[src/rtl/ram_access_sequencer.sv]
// ram_access_sequencer: splits one 8/16/32-bit load/store into little-endian byte accesses on a byte-wide synchronous RAM
//
// Ports:
//   clk, rst_n        clock, asynchronous active-low reset
//   start             request strobe, accepted only while busy=0
//   write             1=store, 0=load
//   width             00=byte, 01=half, 10=word, 11=illegal
//   load_signed       sign-extend byte/half loads when set
//   address           byte address of the lowest byte (misalignment allowed)
//   write_data        store data, byte i goes to address+i
//   busy              high from the accept edge through the done cycle
//   done              one-cycle completion pulse
//   error             qualified by done; request rejected without RAM access
//   read_data         extended load result, updated on a successful load's done
//   mem_address       RAM byte address
//   mem_write_data    RAM write byte
//   mem_write_enable  RAM write strobe
//   mem_read_data     RAM read byte, one cycle after its address
module ram_access_sequencer #(
    parameter int RAM_SIZE = 4096
) (
    input  logic        clk,
    input  logic        rst_n,
    input  logic        start,
    input  logic        write,
    input  logic [1:0]  width,
    input  logic        load_signed,
    input  logic [31:0] address,
    input  logic [31:0] write_data,
    output logic        busy,
    output logic        done,
    output logic        error,
    output logic [31:0] read_data,
    output logic [31:0] mem_address,
    output logic [7:0]  mem_write_data,
    output logic        mem_write_enable,
    input  logic [7:0]  mem_read_data
);

    typedef enum logic [1:0] {IDLE, XFER, DRAIN, DONE} state_t;

    state_t      state_q, state_d;
    logic        wr_q, wr_d;
    logic [1:0]  width_q, width_d;
    logic        signed_q, signed_d;
    logic [31:0] wdata_q, wdata_d;
    logic [1:0]  cnt_q, cnt_d;
    logic        err_q, err_d;
    logic [31:0] asm_q, asm_d;
    logic [31:0] read_data_q, read_data_d;
    logic [31:0] mem_addr_q, mem_addr_d;

    logic [1:0]  req_last;
    logic [1:0]  last;
    logic [32:0] req_end;
    logic        req_bad;
    logic        cap;
    logic [1:0]  cap_idx;
    logic [31:0] wr_shift;

    // Offset of the final byte: 0/1/3 for byte/half/word
    assign req_last = (width == 2'b00) ? 2'd0 : (width == 2'b01) ? 2'd1 : 2'd3;
    assign last     = (width_q == 2'b00) ? 2'd0 : (width_q == 2'b01) ? 2'd1 : 2'd3;
    // 33-bit sum so a request wrapping past 2^32 is caught as out of range
    assign req_end  = {1'b0, address} + {31'd0, req_last};
    assign req_bad  = (width == 2'b11) || (req_end >= 33'(RAM_SIZE));

    always_ff @(posedge clk or negedge rst_n) begin
        if (!rst_n) begin
            state_q     <= IDLE;
            wr_q        <= 1'b0;
            width_q     <= 2'b00;
            signed_q    <= 1'b0;
            wdata_q     <= 32'd0;
            cnt_q       <= 2'd0;
            err_q       <= 1'b0;
            asm_q       <= 32'd0;
            read_data_q <= 32'd0;
            mem_addr_q  <= 32'd0;
        end else begin
            state_q     <= state_d;
            wr_q        <= wr_d;
            width_q     <= width_d;
            signed_q    <= signed_d;
            wdata_q     <= wdata_d;
            cnt_q       <= cnt_d;
            err_q       <= err_d;
            asm_q       <= asm_d;
            read_data_q <= read_data_d;
            mem_addr_q  <= mem_addr_d;
        end
    end

    always_comb begin
        state_d     = state_q;
        wr_d        = wr_q;
        width_d     = width_q;
        signed_d    = signed_q;
        wdata_d     = wdata_q;
        cnt_d       = cnt_q;
        err_d       = err_q;
        asm_d       = asm_q;
        read_data_d = read_data_q;
        mem_addr_d  = mem_addr_q;
        // The RAM returns the byte addressed in the previous cycle, so loads
        // capture byte i-1 during XFER step i and the last byte in DRAIN
        cap         = !wr_q && ((state_q == XFER && cnt_q != 2'd0) || state_q == DRAIN);
        cap_idx     = (state_q == DRAIN) ? last : cnt_q - 2'd1;
        for (int k = 0; k < 4; k++) begin
            if (cap && cap_idx == 2'(k)) asm_d[8*k +: 8] = mem_read_data;
        end
        case (state_q)
            IDLE: begin
                if (start) begin
                    wr_d     = write;
                    width_d  = width;
                    signed_d = load_signed;
                    wdata_d  = write_data;
                    cnt_d    = 2'd0;
                    asm_d    = 32'd0;
                    err_d    = req_bad;
                    state_d  = req_bad ? DONE : XFER;
                    if (!req_bad) mem_addr_d = address;
                end
            end
            XFER: begin
                if (cnt_q == last) begin
                    state_d = wr_q ? DONE : DRAIN;
                end else begin
                    cnt_d      = cnt_q + 2'd1;
                    mem_addr_d = mem_addr_q + 32'd1;
                end
            end
            DRAIN: begin
                state_d     = DONE;
                read_data_d = (width_q == 2'b00) ? {{24{signed_q & asm_d[7]}}, asm_d[7:0]} :
                              (width_q == 2'b01) ? {{16{signed_q & asm_d[15]}}, asm_d[15:0]} :
                              asm_d;
            end
            default: state_d = IDLE;
        endcase
    end

    assign wr_shift = wdata_q >> {cnt_q, 3'b000};

    always_comb begin
        busy             = state_q != IDLE;
        done             = state_q == DONE;
        error            = done && err_q;
        read_data        = read_data_q;
        mem_address      = mem_addr_q;
        mem_write_enable = state_q == XFER && wr_q;
        mem_write_data   = mem_write_enable ? wr_shift[7:0] : 8'd0;
    end

endmodule

[config.mk]
export PLATFORM = sky130hd
export DESIGN_NAME = ram_access_sequencer
export DESIGN_NICKNAME = d
export VERILOG_FILES = /design/src/rtl/ram_access_sequencer.sv
export SDC_FILE = /design/constraint.sdc
export NUM_CORES = 1
export LEC_CHECK = 0
export CAP_MARGIN = 40
export CORE_MARGIN = 2
export CORE_UTILIZATION = 45
export CTS_BUF_LIST = sky130_fd_sc_hd__clkbuf_2
export CTS_CLUSTER_SIZE = 28
export DETAILED_ROUTE_END_ITERATION = 10
export PLACE_DENSITY = 0.71
export SKIP_LAST_GASP = 1
export SYNTH_ARGS = -nofsm -noshare
export SYNTH_HDL_FRONTEND = slang
export SYNTH_SLANG_ARGS = --single-unit
[constraint.sdc]
create_clock -name clk -period 9.7 [get_ports clk]
set_input_delay 1.94 -clock clk [delete_from_list [all_inputs] [get_ports clk]]
set_output_delay 1.94 -clock clk [all_outputs]
set_load 0.05 [all_outputs]
## Word-level counts from Yosys, hierarchy flattened

Cells that the tools add are included.

| storage, ports and cells | value |
|---|---|
| bits in registers | 137 |
| input bits | 79 |
| output and inout port bits | 76 |
| word-level logic and storage cells | 80 |

| cells by class | value |
|---|---|
| add/sub/neg operators | 4 |
| magnitude comparators | 1 |
| eq/ne operators | 14 |
| shifts and indexed selects | 1 |
| multiplexer cells | 26 |
| bitwise gates (word level) | 2 |
| reduce and logical (&&, ||, !) cells | 22 |

Operators with widths:

| kind | count |
|---|---|
| 32-bit two-way mux | 7 |
| 32-bit one-hot mux with 2 select lines | 1 |
| 8-bit two-way mux | 5 |
| 32-bit by 2-bit adder with 33-bit output | 1 |
| 33-bit by 13-bit greater-or-equal comparator with 1-bit output, second input constant | 1 |
| 32-bit by 1-bit adder with 32-bit output, second input constant | 1 |
| 32-bit by 5-bit right shift with 8-bit output | 1 |
| 2-bit two-way mux | 10 |
| 2-bit == test, second input constant | 5 |
| 2-bit by 1-bit == test with 1-bit output, second input constant | 4 |
| 1-bit logical AND | 8 |
| 2-bit logical NOT | 4 |
| 2-bit != test, second input constant | 3 |
| 2-bit one-hot mux with 3 select lines | 1 |
| 2-bit nonzero test | 3 |
| 2-bit one-hot mux with 2 select lines | 1 |
| 2-bit AND reduction | 2 |
| 4-bit AND reduction | 1 |
| 3-bit AND reduction | 1 |
| 2-bit by 1-bit adder with 2-bit output, second input constant | 1 |
| 1-bit bitwise AND | 2 |
| 2-bit == test | 1 |
| 1-bit logical OR | 2 |
| 2-bit by 1-bit != test with 1-bit output, second input constant | 1 |
| other kinds (3) | 3 |

## Longest topological paths before layout

Gate-level depths: netlist of run 1.

| depth | value |
|---|---|
| word-level depth | 10 |
| mapped depth | 15 |
| depth with buffers taken out | 12 |

## Worst setup path after synthesis of run 1

Ideal clock, no wire load.

| timing | value |
|---|---|
| path kind | input to register |
| start | in width[1] |
| end | reg mem_addr_q[24], in the netlist mem_address[24] |
| setup time | 126 ps |
| arrival | 5065 ps |
| setup slack | 4509 ps |
| cell stages on the path | 13 |
| path buffers | 2 |
| cell sequence | or2_2 ha_1 inv_1 fa_1 nand4b_1 or3_1 clkbuf_1 or4b_1 xnor2_1 a21oi_2 a41oi_4 buf_6 a221o_1 |

| on the way | value |
|---|---|
| cells in the longest elaborated chain, start to end | 8 |
| elaborated cells on any way between the ends | 10 |
| those cells by class | add/sub (1); order compare (1); eq/ne (3); mux (2); reduce/logical (3) |

RTL lines:

| what | line | RTL |
|---|---|---|
| start: declaration | 26 | `input logic [1:0] width,` |
| 2-bit by 1-bit == test with 1-bit output | 62 | `assign req_last = (width == 2'b00) ? 2'd0 : (width == 2'b01) ? 2'd1 : 2'd3;` |
| 2-bit two-way mux (2 in series) | 62 |  |
| 32-bit by 2-bit adder with 33-bit output | 65 | `assign req_end = {1'b0, address} + {31'd0, req_last};` |
| 33-bit by 13-bit greater-or-equal comparator with 1-bit output | 66 | `assign req_bad = (width == 2'b11) \|\| (req_end >= 33'(RAM_SIZE));` |
| 1-bit logical OR (*) | 66 |  |
| 2-bit != test (no source line) (*) | - |  |
| 4-bit AND reduction (no source line) (*) | - |  |
| end signal: assignment | 90 | `mem_addr_q <= mem_addr_d;` |
| end: declaration | 51 | `logic [31:0] mem_addr_q, mem_addr_d;` |

Every way passes the cells marked *; elsewhere a longest branch is shown, timed or not.
A chain may end at the register's enable or synchronous reset.

## Worst setup path in the final report of run 1

| timing | value |
|---|---|
| start | in width[1] |
| end | reg mem_addr_q[9], in the netlist mem_address[9] |

Same word-level chain as after synthesis.

==> impl_metrics.json, run 1 <==
{
  "run_status": "finished, final reports clean",
  "via_count": 6810,
  "highest_fanout_seen_on_the_critical_path": 13,
  "h-tree-depth": 4,
  "tcrit_tclk_final": 0.5794,
  "power_density_over_the_cells_nw_per_um2": 286.7,
  "yosysTopAreaCell": "sky130_fd_sc_hd__dfrtp_1",
  "synth-simple-area-share": 0.1992,
  "comb_power_share": 0.532,
  "timing_hold_violations_final": 0,
  "synth_compound_gate_area_share": 0.1688,
  "synth-async-reset-ratio": 1.000,
  "synth_area_leaders": "sky130_fd_sc_hd__dfrtp_1, sky130_fd_sc_hd__mux2_2, sky130_fd_sc_hd__nor2_1",
  "met2_track_utilization_from_global_routing": 0.3737,
  "fin_util": 0.5788,
  "power.switching_mw": 1.329,
  "grt.busiest_layer": "met2",
  "io_pins": 155,
  "seqPwrFrac": 0.348,
  "final.setup_skew_ns": 0.02134,
  "die-height_um": 134.7,
  "share_of_synthesized_area_spent_on_multiplexers": 0.1258,
  "numPlacedInstances": 1141,
  "via_per_inst": 5.801,
  "cts.repair_timing.setup_buffer_count": 0,
  "cts_tree": "done",
  "final-max-slew-violation-count": 0,
  "synth_warnings": 0,
  "finalCriticalPeriod_ns": 5.620,
  "dr_iter_0_viols": 356,
  "report.final.setup_viol": 0,
  "synth-seq-area-share": 0.4460,
  "gr-usage-all-layers": 0.2326,
  "clkLatencyLatePin_ns": 0.71,
  "synth_xor_xnor_area_share": 0.005697,
  "detail_route.wl_per_cell_um": 17.31,
  "detail_route.first_pass.iterations": 5,
  "max_slew_margin": 0.4510,
  "layout.filler_cells": 1526,
  "postCtsHoldBufs": 0,
  "global_route.usage.met3": 0.05405,
  "static-leakage-power_nw": 3.942,
  "placement.setup.worst_slack_ns": 3.419,
  "synth_seq_cells": 137,
  "vdd.ir_drop.worst_mv": 0.1709,
  "count_of_input_and_output_buffers": 154,
  "grt_pass1_wl_mm": 33.73,
  "ys_types": 71,
  "floorplan.rows": 47,
  "starting_density_of_the_core": 0.4619,
  "floorplan.die_area_um2": 18140,
  "finalNetCount": 1028,
  "clk_root_buffer_cell": "sky130_fd_sc_hd__clkbuf_2",
  "worst-endpoint-arrival_ns": 6.23,
  "global_route_met1_utilization": 0.3123,
  "synth_ff_type": "sky130_fd_sc_hd__dfrtp_1",
  "worst_path_largest_cell_delay_ns": 0.57,
  "yosys-top-cells-count": "sky130_fd_sc_hd__dfrtp_1, sky130_fd_sc_hd__nor2_1, sky130_fd_sc_hd__nand2_1",
  "drive_above_1_share": 0.1070,
  "antenna_violating_nets_post_route": 0,
  "die_width_um": 134.7,
  "path_cells": "clkdlybuf4s50_1, or2_2, ha_1, inv_1, fa_1, nand4b_1, or3_1, or4b_1, xnor2_1, a21oi_2, a41o_1, nand2_1, a221oi_1",
  "cts_made_buffers": 17,
  "setup_slack_after_layout_ns": 4.080,
  "cell_internal_pwr_mw": 1.432,
  "cells_after_synth": 810,
  "cts_max_path_buffers": 2,
  "critical_path.endpoint_type": "flop",
  "number_of_enable_type_register_cells_in_the_synthesized_netlist": 0,
  "unrepaired_setup_endpoints_after_global_routing": "no",
  "yosysTopAreaCellShare": 0.4460,
  "synthAdderAreaFrac": 0.01563,
  "largest_net_degree_at_the_start_of_global_routing": 70,
  "worstHoldPathCells": 1,
  "critPathLaunchType": "primary input",
  "clock.fmax_ghz": 0.1779,
  "drt_wl_total_mm": 20.32,
  "critical_path_class": "in -> reg",
  "p_clk_frac": 0.121,
  "core_outline_area_um2": 16640,
  "post-dp-hpwl_mm": 14.35,
  "area_growth_pct": 25.31,
  "grt-ovfl-total": 0,
  "design_power_total_mw": 2.762,
  "number_of_cells_in_the_finished_layout_apart_from_fillers": 1174,
  "route.detailed.drc": 0,
  "min_hold_slack_ns": 0.5264,
  "syn_area_um2": 7687,
  "syn-num-nets": 898,
  "setup-tns-final_ns": 0,
  "via_count_of_the_first_global_routing_pass": 6682,
  "antenna_found_initial": 1,
  "holdCritPathClass": "reg -> reg",
  "cts.repair.resized": 0,
  "crit_slowest_cell": "sky130_fd_sc_hd__or4b_1",
  "switching_share": 0.4813,
  "tritoncts_num_sinks": 137,
  "slew_at_the_pin_with_the_worst_max_slew_slack_ns": 0.8234,
  "synth.avg_cell_area_um2": 9.491,
  "worstRegToRegCells": 10,
  "most_common_cell_in_the_synthesized_netlist": "sky130_fd_sc_hd__dfrtp_1",
  "seq_cell_area_um2": 3428,
  "cell_area_after_placement_um2": 9403,
  "routability_congestion_estimate_from_global_placement": 0.8968,
  "synth_top_family_by_area": "simple AND/OR/NAND/NOR gates",
  "stdcell_area_um2": 9633,
  "cp_required_ns": 10.31,
  "path_clk_slew_ns": 0.20,
  "drv.max_cap_violation_count": 0,
  "area_taken_by_multi_input_logic_gates_um2": 3979
}
-- power by group through the flow --
stage / Clock [mW] / Sequential, mW / Combinational [mW]
2_1_floorplan: 0 / 1.20 / 0.767
3_3_place_gp: 0 / 0.968 / 1.44
3_5_place_dp: 0 / 0.974 / 1.47
4_1_cts: 0.344 / 0.960 / 1.47
5_1_grt: 0.367 / 0.993 / 1.59
6_report: 0.334 / 0.960 / 1.47
-- flip-flops by register name (all words and copies together) (netlist names) --
| signal | flops |
|---|---|
| err_q | 1 |
| cnt_q | 2 |
| wr_q | 1 |
| state_q | 2 |
| read_data | 32 |
| mem_address | 32 |
| wdata_q | 32 |
| width_q | 2 |
| signed_q | 1 |
| asm_q | 32 |
-- kinds of logic after synthesis --
logic type	after synthesis
AND/OR/NAND/NOR	316
AO/OA/AOI/OAI	189
flip-flops	137
multiplexers	82
buffers and inverters	72
adder cells (fa/ha/maj)	9
XOR/XNOR	5
-- worst max-delay path: cells and delay by family --
family / cells / cell delay [ns]
buffers and inverters: 2 / 0.59
xor gates and xnor gates: 1 / 0.17
adders and majority gates: 2 / 0.58
and+or+nand+nor: 5 / 1.80
AOI/OAI and AO/OA: 3 / 1.13
-- routing by layer --
metal,wire length [um],vias up
met5,0,-
met4,320,0
met3,1336,24
met2,9701,231
met1,8959,3299
li1,-,3256
-- path summary, 6_finish.rpt --
kind,to,slack [ns],startpoint
worst max-delay path,mem_address[9]$_DFFE_PN0P_,4.08,width[1]
worst min-delay path,wdata_q[27]$_DFFE_PN0P_,0.53,wdata_q[27]$_DFFE_PN0P_
worst max register to register,read_data[19]$_DFFE_PN0P_,5.35,state_q[0]$_DFFE_PN0P_
worst min register to register,wdata_q[27]$_DFFE_PN0P_,0.53,wdata_q[27]$_DFFE_PN0P_
max in group asynchronous,asm_q[19]$_DFF_PN0_,7.40,rst_n
min in group asynchronous,mem_address[12]$_DFFE_PN0P_,1.18,rst_n
-- cell usage in the layout (no fill, tap or decap), drive strengths merged, types with 7 or more instances in the layout --
cell / count
ha: 8
clkdlybuf4s50: 153
mux2: 37
nor2: 102
nand3: 27
nand2: 74
mux2i: 37
mux4: 8
and2: 13
buf: 11
o21ai: 29
a21oi: 63
a211o: 8
nand4: 20
nor3: 24
clkbuf: 18
a31oi: 8
o31ai: 12
inv: 23
and3: 7
a211oi: 12
dfrtp: 137
a221o: 15
or3: 7
nor4: 12
-- final cells by class --
| class | instances | share of cell area |
|---|---|---|
| antenna | 1 | 0.0002598 |
| clock buffer | 18 | 0.009352 |
| clock inverter | 14 | 0.01429 |
| inverter | 18 | 0.007014 |
| multi-input combinational | 601 | 0.4130 |
| sequential | 137 | 0.3559 |
| tap | 220 | 0.02858 |
| timing repair buffer | 165 | 0.1716 |
Power figures use the tool's default switching activity.
==> inputs of run 2 (changes only) <==
==> constraint.sdc (replaced) <==
create_clock -name clk -period 5.2 [get_ports clk]
set_input_delay 1.04 -clock clk [delete_from_list [all_inputs] [get_ports clk]]
set_output_delay 1.04 -clock clk [all_outputs]
set_load 0.05 [all_outputs]
==> run 2 against run 1 <==
Die area did not move. Sequential power rose by 86%. Critical path depth fell by 8. Combinational power rose by 90%. Setup slack got worse by 3.3 ns. Utilization rose by 0.68 points. Sequential share of layout area fell by 0.42 points. Sequential cell count did not move. Design area rose by 1.2%. Power rose by 90%. Clock power rose by 96%. Critical path type is now reg -> out. Largest power group unchanged. Highest routed layer unchanged.
==> impl_metrics.json, run 2 (same netlist as run 1, synthesis figures left out) <==
{
  "drive_above_1_share": 0.1201,
  "h-tree-depth": 4,
  "die_width_um": 134.7,
  "report.final.setup_viol": 0,
  "run_status": "finished, final reports clean",
  "setup-tns-final_ns": 0,
  "critPathLaunchType": "flop",
  "path_cells": "inv_1, ha_1, and2_1, and2_1, clkdlybuf4s50_1",
  "timing_hold_violations_final": 0,
  "r2r-start": "state_q[1]$_DFFE_PN0P_",
  "cts_max_path_buffers": 2,
  "post-dp-hpwl_mm": 14.92,
  "regToRegSetupSlack_ns": 1.38,
  "via_per_inst": 5.858,
  "cts.repair.resized": 0,
  "count_of_input_and_output_buffers": 154,
  "via_count_of_the_first_global_routing_pass": 6575,
  "largest_net_degree_at_the_start_of_global_routing": 69,
  "timing.critical_path.buf_inv": 2,
  "min_hold_slack_ns": 0.1578,
  "antenna_violating_nets_post_route": 0,
  "floorplan.die_area_um2": 18140,
  "clock.fmax_ghz": 0.2274,
  "postCtsHoldBufs": 0,
  "core_outline_area_um2": 16640,
  "antenna_found_initial": 1,
  "fin_util": 0.5857,
  "power_density_over_the_cells_nw_per_um2": 537.0,
  "path_clk_slew_ns": 0.25,
  "area_taken_by_multi_input_logic_gates_um2": 3979,
  "max_slew_margin": 0.4855,
  "detail_route.wl_per_cell_um": 17.66,
  "vdd.ir_drop.worst_mv": 0.3984,
  "cp_required_ns": 4.16,
  "critical_path.endpoint_type": "primary output",
  "drv.max_cap_violation_count": 0,
  "highest_fanout_seen_on_the_critical_path": 14,
  "route.detailed.drc": 0,
  "layout.filler_cells": 1451,
  "finalNetCount": 1041,
  "worst_path_largest_cell_delay_ns": 0.81,
  "tritoncts_num_sinks": 137,
  "routability_congestion_estimate_from_global_placement": 0.8717,
  "area_growth_pct": 26.79,
  "critPathTopFamily": "buffers and inverters",
  "detail_route.first_pass.iterations": 5,
  "starting_density_of_the_core": 0.4619,
  "via_count": 6953,
  "unrepaired_setup_endpoints_after_global_routing": "no",
  "floorplan.rows": 47,
  "final_cell_mix": "sky130_fd_sc_hd__clkdlybuf4s50_1, sky130_fd_sc_hd__dfrtp_1, sky130_fd_sc_hd__nor2_1, sky130_fd_sc_hd__nand2_1, sky130_fd_sc_hd__a21oi_1",
  "holdCritPathClass": "in -> async",
  "grt_pass1_wl_mm": 34.20,
  "cts_tree": "done",
  "critical_path_class": "reg -> out",
  "io_pins": 155,
  "tcrit_tclk_final": 0.8458,
  "slew_at_the_pin_with_the_worst_max_slew_slack_ns": 0.7718,
  "gr-usage-all-layers": 0.2375,
  "clk_root_buffer_cell": "sky130_fd_sc_hd__clkbuf_2",
  "worst-endpoint-arrival_ns": 3.36,
  "drt_wl_total_mm": 20.97,
  "reg2reg_to": "read_data[19]$_DFFE_PN0P_",
  "clkLatencyLatePin_ns": 0.73,
  "cpMostUsedCell": "sky130_fd_sc_hd__and2_1",
  "static-leakage-power_nw": 4.012,
  "seq_cell_area_um2": 3428,
  "grt-ovfl-total": 0,
  "cts.repair_timing.setup_buffer_count": 0,
  "crit_slowest_cell": "sky130_fd_sc_hd__clkdlybuf4s50_1",
  "die-height_um": 134.7,
  "dr_iter_0_viols": 458,
  "layout_commonest_cell": "sky130_fd_sc_hd__clkdlybuf4s50_1",
  "cts_made_buffers": 17,
  "worstRegToRegCells": 10,
  "finalCriticalPeriod_ns": 4.398,
  "final.setup_skew_ns": 0.04067,
  "final-max-slew-violation-count": 0
}
## run 2: area by class of cell
class / count / area share
diodes: 1 / 0.0002567
clock buffers: 18 / 0.009243
clock inverters: 14 / 0.01605
inverters: 18 / 0.006932
multi-input cells: 601 / 0.4082
flip-flops and latches: 137 / 0.3517
well taps: 220 / 0.02824
repair buffers: 178 / 0.1793
## run 2: metrics by stage
stage	std cells	setup WS [ns]	total power, mW	instance area [um^2]
final	1187	0.8021	5.234	9747
after global routing	1187	0.5598	5.565	9747
after CTS	1186	0.7478	5.254	9744
after detailed placement	1154	0.1971	4.600	9498
after global placement	1149	0.2977	4.535	9435
after floorplan	810	0.9086	3.677	7687
## run 2: report_power, final
group          total, mW  switching, mW  internal (mW)
combinational       2.79           1.76           1.03
clock              0.656          0.458          0.198
sequential          1.79          0.313           1.47
## run 2: per-layer routing
| metal | share of wire | track usage | vias to the layer above |
|---|---|---|---|
| li1 | - | - | 3288 |
| met1 | 0.45 | 0.3253 | 3355 |
| met2 | 0.47 | 0.3768 | 288 |
| met3 | 0.070 | 0.06044 | 22 |
| met4 | 0.014 | 0.06491 | 0 |
| met5 | 0 | 0 | - |
## run 2: how the worst max path moves through the flow
stage	startpoint	end	depth (start not counted)
final	state_q[1]$_DFFE_PN0P_	mem_write_data[3]	5
after global routing	state_q[1]$_DFFE_PN0P_	mem_write_data[3]	5
after CTS	state_q[1]$_DFFE_PN0P_	mem_write_data[7]	5
after global placement	width[1]	mem_address[11]$_DFFE_PN0P_	14
after detailed placement	width[1]	mem_address[11]$_DFFE_PN0P_	14
after floorplan	width[1]	mem_address[24]$_DFFE_PN0P_	13
## run 2: worst register-to-register path: cells and delay by family (launching register included)
kind	cells	cell delay, ns
adders and majority gates	1	0.57
buffers and inverters	2	0.59
AOI/OAI and AO/OA	1	0.13
DFF	1	0.46
muxes	2	0.53
and+or+nand+nor	4	1.43
==> inputs of run 3 (changes only) <==
--- a/config.mk
+++ b/config.mk
@@ -11,7 +11,7 @@
 export CTS_BUF_LIST = sky130_fd_sc_hd__clkbuf_2
 export CTS_CLUSTER_SIZE = 28
 export DETAILED_ROUTE_END_ITERATION = 10
-export PLACE_DENSITY = 0.71
+export PLACE_DENSITY = 0.74
 export SKIP_LAST_GASP = 1
 export SYNTH_ARGS = -nofsm -noshare
 export SYNTH_HDL_FRONTEND = slang
==> constraint.sdc (replaced) <==
create_clock -name clk -period 3.6 [get_ports clk]
set_input_delay 0.72 -clock clk [delete_from_list [all_inputs] [get_ports clk]]
set_output_delay 0.72 -clock clk [all_outputs]
set_load 0.05 [all_outputs]
==> run 3 against run 2 <==
Design area up 9.4%. Wire length up 8.3%. Setup slack got worse by 0.78 ns. Global-route usage rose by 1.5 points. Critical path type is now in -> reg. Largest power group unchanged.
==> impl_metrics.json, run 3 (same netlist as run 1, synthesis figures left out) <==
{
  "run_status": "finished, final reports clean",
  "finalCriticalPeriod_ns": 3.574,
  "starting_density_of_the_core": 0.4619,
  "die-height_um": 134.7,
  "worstHoldPathCells": 3,
  "r2r-start": "state_q[1]$_DFFE_PN0P_",
  "final.setup_skew_ns": 0.03386,
  "critical_path_class": "in -> reg",
  "layout_commonest_cell": "sky130_fd_sc_hd__clkdlybuf4s50_1",
  "via_count": 7311,
  "post-dp-hpwl_mm": 15.70,
  "static-leakage-power_nw": 4.533,
  "floorplan.die_area_um2": 18140,
  "drive_above_1_share": 0.2156,
  "power.switching_mw": 3.702,
  "via_count_of_the_first_global_routing_pass": 7062,
  "vdd.ir_drop.worst_mv": 0.5816,
  "highest_fanout_seen_on_the_critical_path": 9,
  "detail_route.wl_per_cell_um": 18.03,
  "core_outline_area_um2": 16640,
  "drt_wl_total_mm": 22.71,
  "min_delay_worst_endpoint": "width_q[0]$_DFFE_PN0P_",
  "critPathLaunchType": "primary input",
  "reg2reg_to": "read_data[26]$_DFFE_PN0P_",
  "max_slew_margin": 0.5403,
  "area_growth_pct": 38.72,
  "clock.fmax_ghz": 0.2798,
  "placement.setup.worst_slack_ns": -0.8380,
  "comb_power_share": 0.562,
  "seqPwrFrac": 0.322,
  "drv.max_cap_violation_count": 0,
  "regToRegSetupSlack_ns": 0.67,
  "grt-ovfl-total": 0,
  "cts_made_buffers": 17,
  "antenna_found_initial": 1,
  "routability_congestion_estimate_from_global_placement": 0.9394,
  "via_per_inst": 5.802,
  "setup_slack_after_layout_ns": 0.02611,
  "antenna_violating_nets_post_route": 0,
  "p_clk_frac": 0.117,
  "critical_path.endpoint_type": "flop",
  "floorplan.rows": 47,
  "dr_iter_0_viols": 786,
  "worst-endpoint-arrival_ns": 4.16,
  "worstRegToRegCells": 10,
  "io_pins": 155,
  "die_width_um": 134.7,
  "seq_cell_area_um2": 3428,
  "grt_pass1_wl_mm": 36.56,
  "report.final.setup_viol": 0,
  "tcrit_tclk_final": 0.9927,
  "final_cell_mix": "sky130_fd_sc_hd__clkdlybuf4s50_1, sky130_fd_sc_hd__dfrtp_1, sky130_fd_sc_hd__nor2_1, sky130_fd_sc_hd__buf_4, sky130_fd_sc_hd__nand2_1",
  "setup-tns-final_ns": 0,
  "gr-usage-all-layers": 0.2520,
  "timing_hold_violations_final": 0,
  "cts_tree": "done",
  "design_power_total_mw": 7.891,
  "cell_internal_pwr_mw": 4.189,
  "path_clk_slew_ns": 0.20,
  "slew_at_the_pin_with_the_worst_max_slew_slack_ns": 0.6880,
  "layout.filler_cells": 1400,
  "detail_route.first_pass.iterations": 6,
  "count_of_input_and_output_buffers": 154,
  "finalNetCount": 1115,
  "route.detailed.drc": 0,
  "cts_max_path_buffers": 2,
  "clk_root_buffer_cell": "sky130_fd_sc_hd__clkbuf_2",
  "power_density_over_the_cells_nw_per_um2": 739.9,
  "final-max-slew-violation-count": 0,
  "hold_path_startpoint": "width[0]",
  "h-tree-depth": 4,
  "switching_share": 0.4692,
  "holdCritPathClass": "in -> reg",
  "clkLatencyLatePin_ns": 0.70,
  "largest_net_degree_at_the_start_of_global_routing": 70,
  "tritoncts_num_sinks": 137,
  "cp_required_ns": 4.19,
  "area_taken_by_multi_input_logic_gates_um2": 4207
}
[run 3: cell count changes in the layout (fill, tap and decap cells not counted), sizes merged]
cell | previous run | this run
dlygate4sd3 | 0 | 1
inv | 24 | 20
clkinvlp | 2 | 1
bufinv | 1 | 2
clkbuf | 18 | 20
clkdlybuf4s50 | 153 | 141
dlymetal6s2s | 0 | 3
clkinv | 5 | 8
nand4 | 20 | 21
buf | 25 | 104
[run 3: worst max path at each step]
stage	start	to	slack [ns]	cells past startpoint
finish	address[1]	mem_address[9]$_DFFE_PN0P_	0.03	13
global route	address[1]	mem_address[9]$_DFFE_PN0P_	-0.03	13
CTS	width[1]	mem_address[19]$_DFFE_PN0P_	0.02	14
detailed placement	width[1]	mem_address[25]$_DFFE_PN0P_	-0.84	14
global placement	width[1]	mem_address[11]$_DFFE_PN0P_	-0.71	14
floorplan	width[1]	mem_address[27]$_DFFE_PN0P_	-0.27	13
[run 3: power by group through the flow]
stage / Clock (mW) / Combinational (mW) / Sequential (mW)
floorplan: 0 / 2.09 / 3.25
global placement: 0 / 4.20 / 2.54
detailed placement: 0 / 4.27 / 2.57
CTS: 0.943 / 4.29 / 2.53
global route: 1.01 / 4.77 / 2.61
finish: 0.920 / 4.43 / 2.54
[run 3: stage by stage]
step / util / area (um^2) / cells / hold WS (ns)
3_5_place_dp: 0.6038 / 10050 / 1209 / 0.4800
3_3_place_gp: 0.6035 / 10040 / 1208 / 0.4750
2_1_floorplan: - / 7765 / 810 / 0.4244
4_1_cts: 0.6226 / 10360 / 1246 / 0.5211
6_report: 0.6408 / 10660 / 1260 / 0.4185
5_1_grt: 0.6408 / 10660 / 1260 / 0.3686
[run 3: routing by layer]
layer	global-route usage	up-vias	routed length [um]
met5	0	-	0
met4	0.06901	0	522
met3	0.05180	46	1621
met2	0.4100	323	10980
met1	0.3440	3504	9593
li1	-	3438	-
[run 3: final cells by class]
type,instances,area share
Sequential cell,137,0.3215
Timing Repair Buffer,251,0.2298
Antenna cell,1,0.0002347
Tap cell,220,0.02581
Clock inverter,13,0.01338
Multi-Input combinational cell,602,0.3945
Clock buffer,18,0.008448
Inverter,18,0.006336
[run 3: worst max-delay path, cell delays in order]
cell,delay [ns]
sky130_fd_sc_hd__clkdlybuf4s50_1,0.52
sky130_fd_sc_hd__inv_1,0.08
sky130_fd_sc_hd__fa_2,0.39
sky130_fd_sc_hd__nand4b_1,0.22
sky130_fd_sc_hd__or3_4,0.39
sky130_fd_sc_hd__or4b_4,0.59
sky130_fd_sc_hd__xnor2_4,0.16
sky130_fd_sc_hd__a21oi_4,0.18
sky130_fd_sc_hd__buf_12,0.14
sky130_fd_sc_hd__nand4_4,0.14
sky130_fd_sc_hd__buf_4,0.23
sky130_fd_sc_hd__o31ai_1,0.30
sky130_fd_sc_hd__a221oi_1,0.09
[run 3: what timing repair did]
action,CTS,global route
hold buffers,1,0
setup endpoints to repair,8,32
pin swaps,1,12
buffers inserted,4,10
gates cloned,1,3
resized for setup,4,27
hold endpoints to repair,56,0
